**src/rtl/timer_defs.sv**
```systemverilog
// Shared constants for the memory-mapped countdown timer: register word offsets,
// CTRL bit positions, MODE codes and FSM state encoding.
package timer_defs;

  localparam logic [1:0] RegCtrl   = 2'd0;
  localparam logic [1:0] RegPreset = 2'd1;
  localparam logic [1:0] RegCount  = 2'd2;

  localparam int unsigned CtrlEnBit  = 0;
  localparam int unsigned CtrlModeLo = 1;
  localparam int unsigned CtrlModeHi = 2;
  localparam int unsigned CtrlImBit  = 3;

  // Codes 2 and 3 fall back to one-shot behaviour.
  localparam logic [1:0] ModeOneShot = 2'd0;
  localparam logic [1:0] ModeReload  = 2'd1;

  typedef enum logic [1:0] {
    StIdle = 2'd0,
    StLoad = 2'd1,
    StCnt  = 2'd2,
    StInt  = 2'd3
  } state_e;

endpackage

```
**src/rtl/timer_counter.sv**
```systemverilog
// Programmable countdown timer with one-shot and auto-reload modes, a CTRL/PRESET/COUNT
// register window and a maskable level interrupt.
module timer_counter
  import timer_defs::*;
#(
  parameter int unsigned COUNT_W = 32
) (
  input  logic               clk,
  input  logic               reset,
  input  logic [31:0]        addr,
  input  logic               we,
  input  logic [31:0]        wd,
  output logic [31:0]        rd,
  output logic               irq
);

  state_e               state_q, state_d;
  logic                 en_q, en_d;
  logic [1:0]           mode_q, mode_d;
  logic                 im_q, im_d;
  logic                 flag_q, flag_d;
  logic [COUNT_W-1:0]   preset_q, preset_d;
  logic [COUNT_W-1:0]   count_q, count_d;

  logic unused_addr;
  assign unused_addr = ^{addr[31:4], addr[1:0]};

  always_ff @(posedge clk) begin
    if (reset) begin
      state_q  <= StIdle;
      en_q     <= 1'b0;
      mode_q   <= ModeOneShot;
      im_q     <= 1'b0;
      flag_q   <= 1'b0;
      preset_q <= '0;
      count_q  <= '0;
    end else begin
      state_q  <= state_d;
      en_q     <= en_d;
      mode_q   <= mode_d;
      im_q     <= im_d;
      flag_q   <= flag_d;
      preset_q <= preset_d;
      count_q  <= count_d;
    end
  end

  // FSM first, then CPU writes, so a CTRL write overrides the one-shot EN clear.
  always_comb begin
    state_d  = state_q;
    en_d     = en_q;
    mode_d   = mode_q;
    im_d     = im_q;
    flag_d   = flag_q;
    preset_d = preset_q;
    count_d  = count_q;

    unique case (state_q)
      StIdle: begin
        if (en_q) state_d = StLoad;
      end
      StLoad: begin
        count_d = preset_q;
        state_d = StCnt;
      end
      StCnt: begin
        if (!en_q) begin
          state_d = StIdle;
        end else if (count_q > COUNT_W'(1)) begin
          count_d = count_q - COUNT_W'(1);
        end else begin
          count_d = '0;
          flag_d  = 1'b1;
          state_d = StInt;
        end
      end
      StInt: begin
        if (mode_q == ModeReload) begin
          flag_d  = 1'b0;
          state_d = StLoad;
        end else begin
          en_d    = 1'b0;
          state_d = StIdle;
        end
      end
      default: state_d = StIdle;
    endcase

    if (we) begin
      unique case (addr[3:2])
        RegCtrl: begin
          en_d   = wd[CtrlEnBit];
          mode_d = wd[CtrlModeHi:CtrlModeLo];
          im_d   = wd[CtrlImBit];
          flag_d = 1'b0;
        end
        RegPreset: preset_d = wd[COUNT_W-1:0];
        default: ;
      endcase
    end
  end

  always_comb begin
    rd = '0;
    unique case (addr[3:2])
      RegCtrl:   rd = {28'd0, im_q, mode_q, en_q};
      RegPreset: rd = 32'(preset_q);
      RegCount:  rd = 32'(count_q);
      default:   rd = '0;
    endcase
  end

  assign irq = flag_q & im_q;

endmodule
```
**config.mk**
```make
export PLATFORM = sky130hd
export DESIGN_NAME = timer_counter
export DESIGN_NICKNAME = d
export VERILOG_FILES = /design/src/rtl/timer_defs.sv /design/src/rtl/timer_counter.sv
export SDC_FILE = /design/constraint.sdc
export NUM_CORES = 1
export LEC_CHECK = 0
export ABC_AREA = 1
export CAP_MARGIN = 40
export CELL_PAD_IN_SITES_DETAIL_PLACEMENT = 1
export CELL_PAD_IN_SITES_GLOBAL_PLACEMENT = 1
export CORE_ASPECT_RATIO = 0.7
export CORE_MARGIN = 1
export CORE_UTILIZATION = 35
export DETAILED_ROUTE_END_ITERATION = 8
export PLACE_DENSITY_LB_ADDON = 0.1
export SYNTH_ARGS = -nofsm -noshare
export SYNTH_HDL_FRONTEND = slang
export SYNTH_SLANG_ARGS = --single-unit
```
**constraint.sdc**
```tcl
create_clock -name clk -period 2.5 [get_ports clk]
set_input_delay 0.75 -clock clk [delete_from_list [all_inputs] [get_ports clk]]
set_output_delay 0.75 -clock clk [all_outputs]
set_load 0.05 [all_outputs]
```
==> results.yml, run 1 <==
floorplanning:
  initial_core_util: 0.359
  coreArea_mm2: 0.0117
  die-width_um: 133
  die-area_mm2: 0.0125
  die_h_um: 93.8
  io_pins: 100
  core.rowCount: 33
yosys:
  synth_warnings: 0
  synthArstFlopShare: 0
  synth_top_flop_cell: "dfxtp_1"
  syn-num-nets: 679
  syn_inst: 610
  ys_types: 27
  yosysSeqAreaShare: 0.337
  synth_area_mm2: 0.00422
  ys_top_cells_by_area: "dfxtp_1, o21ai_0, inv_1"
  yosys-top-cells-count: "o21ai_0, inv_1, nand2_1, dfxtp_1, nor2_1"
  synth_edf_count: 0
  yosysMostFrequentCell: "o21ai_0"
  synth_top_cell_area_share: 0.337
  yosysTopAreaCell: "dfxtp_1"
  ys_seq_elements: 71
  synth_area_per_cell_um2: 6.91
cts:
  cts_buffer_depth: 2
  htreeDepth: 3
  numCtsBuffers: 9
  insertion_delay_ns: 0.34
  cts_tree: "yes"
  root_buffer: "clkbuf_16"
  cts_num_sinks: 71
  path_clk_slew_ns: 0.05
  post_cts_hold_buffer_count: 0
  post-cts-setup-buffers: 0
routing:
  avgViaCountPerCell: 5.24
  first_pass_iters: 4
  vias: 4367
  post_drt_wl_per_cell_um: 16.8
  antenna_left: 0
  wl_um: 14000
  drc: 0
  drt_iter0_drc: 182
pwr:
  ir_worst_vdd_mv: 0.402
  power.density_mw_per_mm2: 696
  p_leak_nw: 2.24
worst_setup_path:
  crit_arrival_ns: 1.72
  cp_max_fo: 18
  crit_path_start_kind: "primary input"
  crit_path_end_kind: "output pin"
  timing.critical_path.buf_inv: 4
  crit_slowest_cell: "o221ai_2"
  path_delay_family: "buffers and inverters"
  worstPathRequired_ns: 1.75
  crit_chain: "clkdlybuf4s15_2, inv_2, nand2_2, buf_12, o221ai_2, buf_12"
  cp_common_cell: "buf_12"
  critical_path_class: "in2out"
  rrSetupSlack_ns: 0.45
  critPathMaxStageDelay_ns: 0.24
global_route:
  grt_pass1_vias: 4645
  antenna_found_initial: 0
  grt.total_usage: 0.237
  grt_pass1_wl_um: 23100
  grt_max_degree: 65
  grt_overflow: 0
timing:
  rsz0062_at_grt: "yes"
  hold_slack_ns: 0.470
  max_freq_mhz: 405
  period_needed_ns: 2.47
  max_slew_margin: 0.585
  hold_viol: 0
  fin_crit_sh: 0.988
  maxSlewViolCount: 0
  finClkSkew_ns: 0.00780
  tightest_slew_ns: 0.622
  finalSetupViolCount: 0
min_path:
  hold_class: "reg2reg"
cells_and_area:
  num_antenna_cells: 0
  area_delta_synth_final_pct: 43.8
  stdcell_count: 833
  final_nets: 740
  drive_gt1_frac: 0.243
placed_design:
  placed_cells: 816
  io_buffers: 69
  place_congestion: 0.839
  dp_hpwl_um: 9710
run:
  cap_violations: 0
status:
  status: "finished clean"
==> power breakdown <==
| part | leakage [nW] | switching [mW] | internal, mW |
|---|---|---|---|
| clock network | 0.142 | 0.484 | 0.719 |
| registers | 0.580 | 0.0957 | 1.23 |
| logic | 1.52 | 1.11 | 0.580 |
==> worst paths after layout <==
path                        endpoint  depth (start not counted)                    start
max reg2reg  count_q[5]$_SDFFE_PP0P_                          9  count_q[0]$_SDFFE_PP0P_
max                            rd[2]                          6                  addr[2]
min reg2reg        flag_q$_SDFF_PP0_                          2        flag_q$_SDFF_PP0_
min                flag_q$_SDFF_PP0_                          2        flag_q$_SDFF_PP0_
==> cells in the final DEF (no fill, tap or decap), drive strengths merged <==
master / synthesis / layout
o21ai: 113 / 113
nor2: 67 / 67
clkinv: 0 / 4
o31ai: 1 / 1
o22ai: 28 / 28
a211oi: 1 / 1
xor2: 10 / 10
inv: 89 / 89
clkdlybuf4s15: 0 / 2
nand3: 31 / 31
clkdlybuf4s50: 0 / 35
o221ai: 4 / 4
buf: 12 / 44
a21oi: 70 / 70
clkbuf: 19 / 12
nand2: 88 / 88
dfxtp: 71 / 71
nand4: 4 / 4
ha: 2 / 2
==> tightest hold or removal path, cell delays in order, from the launching register on <==
cell and delay, ns:
dfxtp_1 0.31, nand2_1 0.06, a21oi_1 0.06
==> area by class of cell <==
class                      count  area [µm²]
timing repair buffer          81        1180
multi-input combinational    419        2650
inverter                      89         337
sequential                    71        1420
tap                          157         196
clock buffer                  12         256
fill                        1401        5660
clock inverter                 4        20.0
==> sequential cells by signal, indices dropped and copies added (netlist names) <==
signal	cells
count_q	32
preset_q	32
mode_q	2
state_q	2
en_q	1
flag_q	1
im_q	1
==> through the flow <==
step	TNS [ns]	utilization	setup WS (ns)	instance area, µm²	power, mW
finish	0	0.517	0.0290	6060	4.22
global route	-0.00235	0.517	-0.00235	6060	4.49
CTS	0	0.515	0.000832	6040	4.24
detailed placement	-10.52	0.474	-0.423	5560	2.98
global placement	-10.30	0.474	-0.398	5560	2.92
floorplan	-4.09	-	-0.226	4380	2.46
==> routing by layer <==
layer,track usage,part of all wire,vias up
met2,0.427,0.49,66
met4,0.0672,0.014,0
met5,0,0,-
li1,-,-,2154
met1,0.285,0.46,2128
met3,0.0496,0.038,19
==> repair_timing <==
item                       CTS  global route
resized for setup           37             4
cloned                       1             0
setup endpoints to repair   32            11
pin swaps                    3             2
==> cell families (layout without fill, tap and decap cells) <==
family | after synthesis | after routing | synth area share
fa+ha+maj | 2 | 2 | 0.00594
flops | 71 | 71 | 0.337
simple gates | 190 | 190 | 0.234
buf+inv | 120 | 186 | 0.113
compound gates | 217 | 217 | 0.289
xor+xnor | 10 | 10 | 0.0208
Note: power is estimated with default switching activity, not from simulation.
==> inputs of run 2 (changes only) <==
--- a/config.mk
+++ b/config.mk
@@ -14,6 +14,8 @@
 export CORE_UTILIZATION = 35
 export DETAILED_ROUTE_END_ITERATION = 8
 export PLACE_DENSITY_LB_ADDON = 0.1
+export SKIP_LAST_GASP = 1
 export SYNTH_ARGS = -nofsm -noshare
 export SYNTH_HDL_FRONTEND = slang
 export SYNTH_SLANG_ARGS = --single-unit
+export TNS_END_PERCENT = 5
==> run 2 against run 1 <==
  * Die area unchanged
  * Setup slack better by 0.019 ns
  * Via count up 1.8%
  * Maximum frequency up 0.76%
  * Final area up 0.91%
  * Sequential share of layout area down 0.21 points
  * Utilization up 0.47 points
  * Global-route usage up 0.75 points
  * Sequential power about the same
==> results.yml, run 2 (synthesis gave the netlist of run 1 again) <==
worst_setup_path:
  crit_arrival_ns: 1.70
  worstPathRequired_ns: 1.75
  critPathMaxStageDelay_ns: 0.17
  crit_path_start_kind: "primary input"
  crit_chain: "clkbuf_2, nor2_4, clkinv_4, buf_12, o22ai_2, buf_4, buf_12"
  crit_slowest_cell: "nor2_4"
  cp_max_fo: 7
  critical_path_class: "in2out"
  cp_common_cell: "buf_12"
  crit_path_end_kind: "output pin"
pwr:
  ir_worst_vdd_mv: 0.392
  power.density_mw_per_mm2: 711
  p_leak_nw: 2.29
placed_design:
  place_congestion: 0.885
  dp_hpwl_um: 9870
  dpl_cell_area_mm2: 0.00553
  dp_slack_ns: -0.440
  io_buffers: 69
  placed_cells: 822
routing:
  wl_um: 14600
  drc: 0
  first_pass_iters: 4
  vias: 4447
  avgViaCountPerCell: 5.29
  antenna_left: 0
  post_drt_wl_per_cell_um: 17.3
  drt_iter0_drc: 214
cts:
  insertion_delay_ns: 0.34
  cts_num_sinks: 71
  cts_tree: "yes"
  root_buffer: "clkbuf_16"
  numCtsBuffers: 9
  path_clk_slew_ns: 0.06
  cts_buffer_depth: 2
  htreeDepth: 3
  post-cts-setup-buffers: 0
timing:
  period_needed_ns: 2.45
  fin_crit_sh: 0.981
  finalSetupViolCount: 0
  tightest_slew_ns: 0.574
  maxSlewViolCount: 0
  hold_viol: 0
  max_freq_mhz: 408
  rsz0062_at_grt: "no"
  max_slew_margin: 0.617
  finalWorstSetupSlack_ns: 0.0476
  finClkSkew_ns: 0.00731
cells_and_area:
  final_nets: 747
  mostFrequentLayoutCell: "o21ai_0"
  drive_gt1_frac: 0.246
  largestRegisters: "count_q x32, preset_q x32"
  final_cell_mix: "o21ai_0, inv_1, nand2_1"
  design_area_mm2: 0.00612
  num_antenna_cells: 0
  fin_util: 0.522
  area_delta_synth_final_pct: 45.1
  stdcell_count: 840
floorplanning:
  die-area_mm2: 0.0125
  initial_core_util: 0.359
  coreArea_mm2: 0.0117
  die-width_um: 133
  core.rowCount: 33
  die_h_um: 93.8
  io_pins: 100
status:
  status: "finished clean"
global_route:
  grt_pass1_wl_um: 23700
  grt_overflow: 0
  grt_pass1_vias: 4729
  grt_max_degree: 38
  grt.total_usage: 0.245
  antenna_found_initial: 0
min_path:
  hold_class: "reg2reg"
run:
  cap_violations: 0
[run 2: changes by cell type in the layout (fill, tap and decap cells not counted), moves of 2 or more]
cell and delta:
buf_4 +5, o22ai_2 +5, o22ai_4 -5, clkinv_2 -3, buf_12 +2, buf_6 -2
clkbuf_1 +2, clkbuf_2 +2, clkdlybuf4s15_2 -2
[run 2: final cells by class]
cell class	count	area [µm²]
inverter	89	339
timing repair buffer	88	1260
tap	157	196
clock buffer	13	250
multi-input combinational	419	2610
clock inverter	3	42.5
fill	1450	5610
sequential	71	1420
[run 2: worst paths after layout]
| kind | startpoint | slack [ns] | to | cells past startpoint |
|---|---|---|---|---|
| max | addr[3] | 0.05 | rd[27] | 7 |
| min | preset_q[1]$_SDFFE_PP0P_ | 0.48 | preset_q[1]$_SDFFE_PP0P_ | 2 |
| max reg2reg | count_q[0]$_SDFFE_PP0P_ | 0.44 | count_q[18]$_SDFFE_PP0P_ | 10 |
| min reg2reg | preset_q[1]$_SDFFE_PP0P_ | 0.48 | preset_q[1]$_SDFFE_PP0P_ | 2 |
[run 2: per-layer routing]
layer | part of all wire | track usage | vias to the layer above
met5 | 0 | 0 | -
li1 | - | - | 2162
met3 | 0.046 | 0.0453 | 20
met2 | 0.46 | 0.418 | 104
met1 | 0.47 | 0.313 | 2161
met4 | 0.016 | 0.0777 | 0
[run 2: what timing repair did]
item	CTS	global route
hold buffers	0	0
cloned	1	1
pin swaps	2	1
resized for setup	47	6
setup endpoints to repair	32	32
[run 2: where the power goes]
| group | internal, mW | switching, mW | leakage (nW) |
|---|---|---|---|
| clock network | 0.800 | 0.515 | 0.140 |
| registers | 1.23 | 0.0938 | 0.580 |
| logic | 0.587 | 1.13 | 1.57 |
| total | 2.61 | 1.74 | 2.29 |
[run 2: stage by stage]
step	TNS [ns]	power, mW	hold WS [ns]
floorplan	-8.25	2.44	0.439
CTS	-0.514	4.35	0.473
global route	0	4.60	0.515
global placement	-11.52	2.90	0.455
finish	0	4.35	0.482
detailed placement	-11.75	2.96	0.463
[run 2: critical path: cells and delay by family]
kind | cells | cell delay, ns
and+or+nand+nor | 1 | 0.17
buffers and inverters | 5 | 0.67
AOI/OAI and AO/OA | 1 | 0.10
==> inputs of run 3 (changes only) <==
--- a/config.mk
+++ b/config.mk
@@ -10,10 +10,10 @@
 export CELL_PAD_IN_SITES_DETAIL_PLACEMENT = 1
 export CELL_PAD_IN_SITES_GLOBAL_PLACEMENT = 1
 export CORE_ASPECT_RATIO = 0.7
-export CORE_MARGIN = 1
 export CORE_UTILIZATION = 35
 export DETAILED_ROUTE_END_ITERATION = 8
 export PLACE_DENSITY_LB_ADDON = 0.1
+export REMOVE_ABC_BUFFERS = 1
 export SKIP_LAST_GASP = 1
 export SYNTH_ARGS = -nofsm -noshare
 export SYNTH_HDL_FRONTEND = slang
==> run 3 against run 2 <==
  * Die area stayed put
  * Largest power group unchanged
  * Highest routed layer unchanged
  * Routed wire length is 4.9% higher
  * Combinational power about the same
==> results.yml, run 3 (synthesis gave the netlist of run 1 again) <==
status:
  status: "finished clean"
floorplanning:
  die-width_um: 133
  core.rowCount: 33
  die_h_um: 93.8
  die-area_mm2: 0.0125
  initial_core_util: 0.359
  io_pins: 100
  coreArea_mm2: 0.0117
worst_setup_path:
  rrSetupSlack_ns: 0.32
  r2r_cells: 10
  cp_common_cell: "buf_12"
  crit_path_start_kind: "primary input"
  worstPathRequired_ns: 1.75
  crit_slowest_cell: "buf_12"
  r2r-end: "count_q[26]$_SDFFE_PP0P_"
  rr_startpoint: "count_q[0]$_SDFFE_PP0P_"
  crit_chain: "buf_2, nor2_4, inv_4, buf_6, buf_12, o22ai_2, buf_4, buf_12"
  cp_max_fo: 8
  critical_path_class: "in2out"
  critPathMaxStageDelay_ns: 0.15
  crit_path_end_kind: "output pin"
  crit_arrival_ns: 1.74
min_path:
  min-delay-start: "preset_q[1]$_SDFFE_PP0P_"
  hold_end: "preset_q[1]$_SDFFE_PP0P_"
  min_delay_path_depth: 2
  hold_class: "reg2reg"
global_route:
  grt_max_degree: 71
  grt_pass1_wl_um: 25000
  antenna_found_initial: 0
  grt_overflow: 0
  grt_pass1_vias: 4676
  grt.total_usage: 0.262
cts:
  cts_buffer_depth: 2
  insertion_delay_ns: 0.34
  numCtsBuffers: 9
  post_cts_hold_buffer_count: 0
  root_buffer: "clkbuf_16"
  path_clk_slew_ns: 0.06
  cts_tree: "yes"
  htreeDepth: 3
  cts_num_sinks: 71
routing:
  drc: 0
  antenna_left: 0
  wl_um: 15300
  drt_iter0_drc: 243
  avgViaCountPerCell: 5.25
  vias: 4414
  post_drt_wl_per_cell_um: 18.2
  first_pass_iters: 4
timing:
  finClkSkew_ns: 0.00802
  tightest_slew_ns: 0.652
  tns_ns: 0
  max_slew_margin: 0.564
  fin_crit_sh: 0.995
  maxSlewViolCount: 0
  finalSetupViolCount: 0
  period_needed_ns: 2.49
  rsz0062_at_grt: "yes"
  hold_viol: 0
  max_freq_mhz: 402
pwr:
  clkPwrFrac: 0.298
  pwr-share-comb: 0.399
  sw_frac_of_total: 0.399
  internal_power_mw: 2.63
  seq_power_share: 0.303
  power.density_mw_per_mm2: 700
  p_leak_nw: 2.32
  ir_worst_vdd_mv: 0.366
  p_total_mw: 4.37
  p_switching_mw: 1.74
cells_and_area:
  area_delta_synth_final_pct: 48.2
  num_antenna_cells: 0
  mostFrequentLayoutCell: "o21ai_0"
  largestRegisters: "count_q x32, preset_q x32"
  drive_gt1_frac: 0.249
  final_cell_mix: "o21ai_0, inv_1, nand2_1"
  final_nets: 748
  fillers: 1424
placed_design:
  place_congestion: 0.824
  dp_hpwl_um: 9880
  io_buffers: 69
run:
  cap_violations: 0
run 3: changes by cell type in the layout (fill, tap and decap cells not counted), sizes merged:
| cell | previous run | this run |
|---|---|---|
| buf | 50 | 54 |
| clkbuf | 16 | 13 |
| clkinv | 2 | 1 |
| inv | 88 | 89 |
run 3: worst max-delay path by stage:
stage | from | endpoint | cells past startpoint
3_3_place_gp | addr[2] | rd[16] | 8
6_report | addr[3] | rd[21] | 8
3_5_place_dp | addr[2] | rd[16] | 8
5_1_grt | addr[3] | rd[22] | 8
4_1_cts | addr[3] | rd[17] | 8
2_1_floorplan | addr[2] | rd[3] | 4
run 3: stage by stage:
step           instance area [µm²]  utilization  cells  setup WS (ns)  hold slack (ns)
2_1_floorplan                 4070            -    579         -0.463            0.441
3_3_place_gp                  5460        0.466    821         -0.381            0.453
3_5_place_dp                  5460        0.466    821         -0.373            0.459
4_1_cts                       6250        0.533    842         0.0171            0.472
5_1_grt                       6250        0.533    841        -0.0175            0.487
6_report                      6250        0.533    841         0.0127            0.473
run 3: area by class of cell:
type / count / area (µm²) / area share
clock buffer: 13 / 250 / 0.0401
clock inverter: 3 / 42.5 / 0.00681
inverter: 89 / 337 / 0.0539
multi-input combinational: 419 / 2680 / 0.429
sequential: 71 / 1420 / 0.228
tap: 157 / 196 / 0.0315
timing repair buffer: 89 / 1320 / 0.211
run 3: what timing repair did:
item	in CTS	in global routing
pin swaps	5	1
setup endpoints to repair	32	1
setup buffers	3	0
cloned	4	0
gates resized for setup	72	1
run 3: critical path: cells and delay by family:
kind            cells  cell delay [ns]
compound gates      1             0.09
buf+inv             6             0.75
simple gates        1             0.14
run 3: layer usage:
metal / up-vias / GRT usage / routed length [µm] / part of all wire
met5: - / 0 / 0 / 0
met4: 0 / 0.0862 / 248 / 0.016
met3: 18 / 0.0523 / 602 / 0.039
met2: 84 / 0.440 / 7240 / 0.47
met1: 2142 / 0.338 / 7180 / 0.47
li1: 2170 / - / - / -
run 3: power groups by stage:
stage | combinational (mW) | clock (mW) | sequential [mW]
floorplan | 1.09 | 0 | 1.31
global placement | 1.55 | 0 | 1.34
detailed placement | 1.60 | 0 | 1.35
CTS | 1.73 | 1.33 | 1.32
global route | 1.92 | 1.38 | 1.34
finish | 1.74 | 1.30 | 1.33
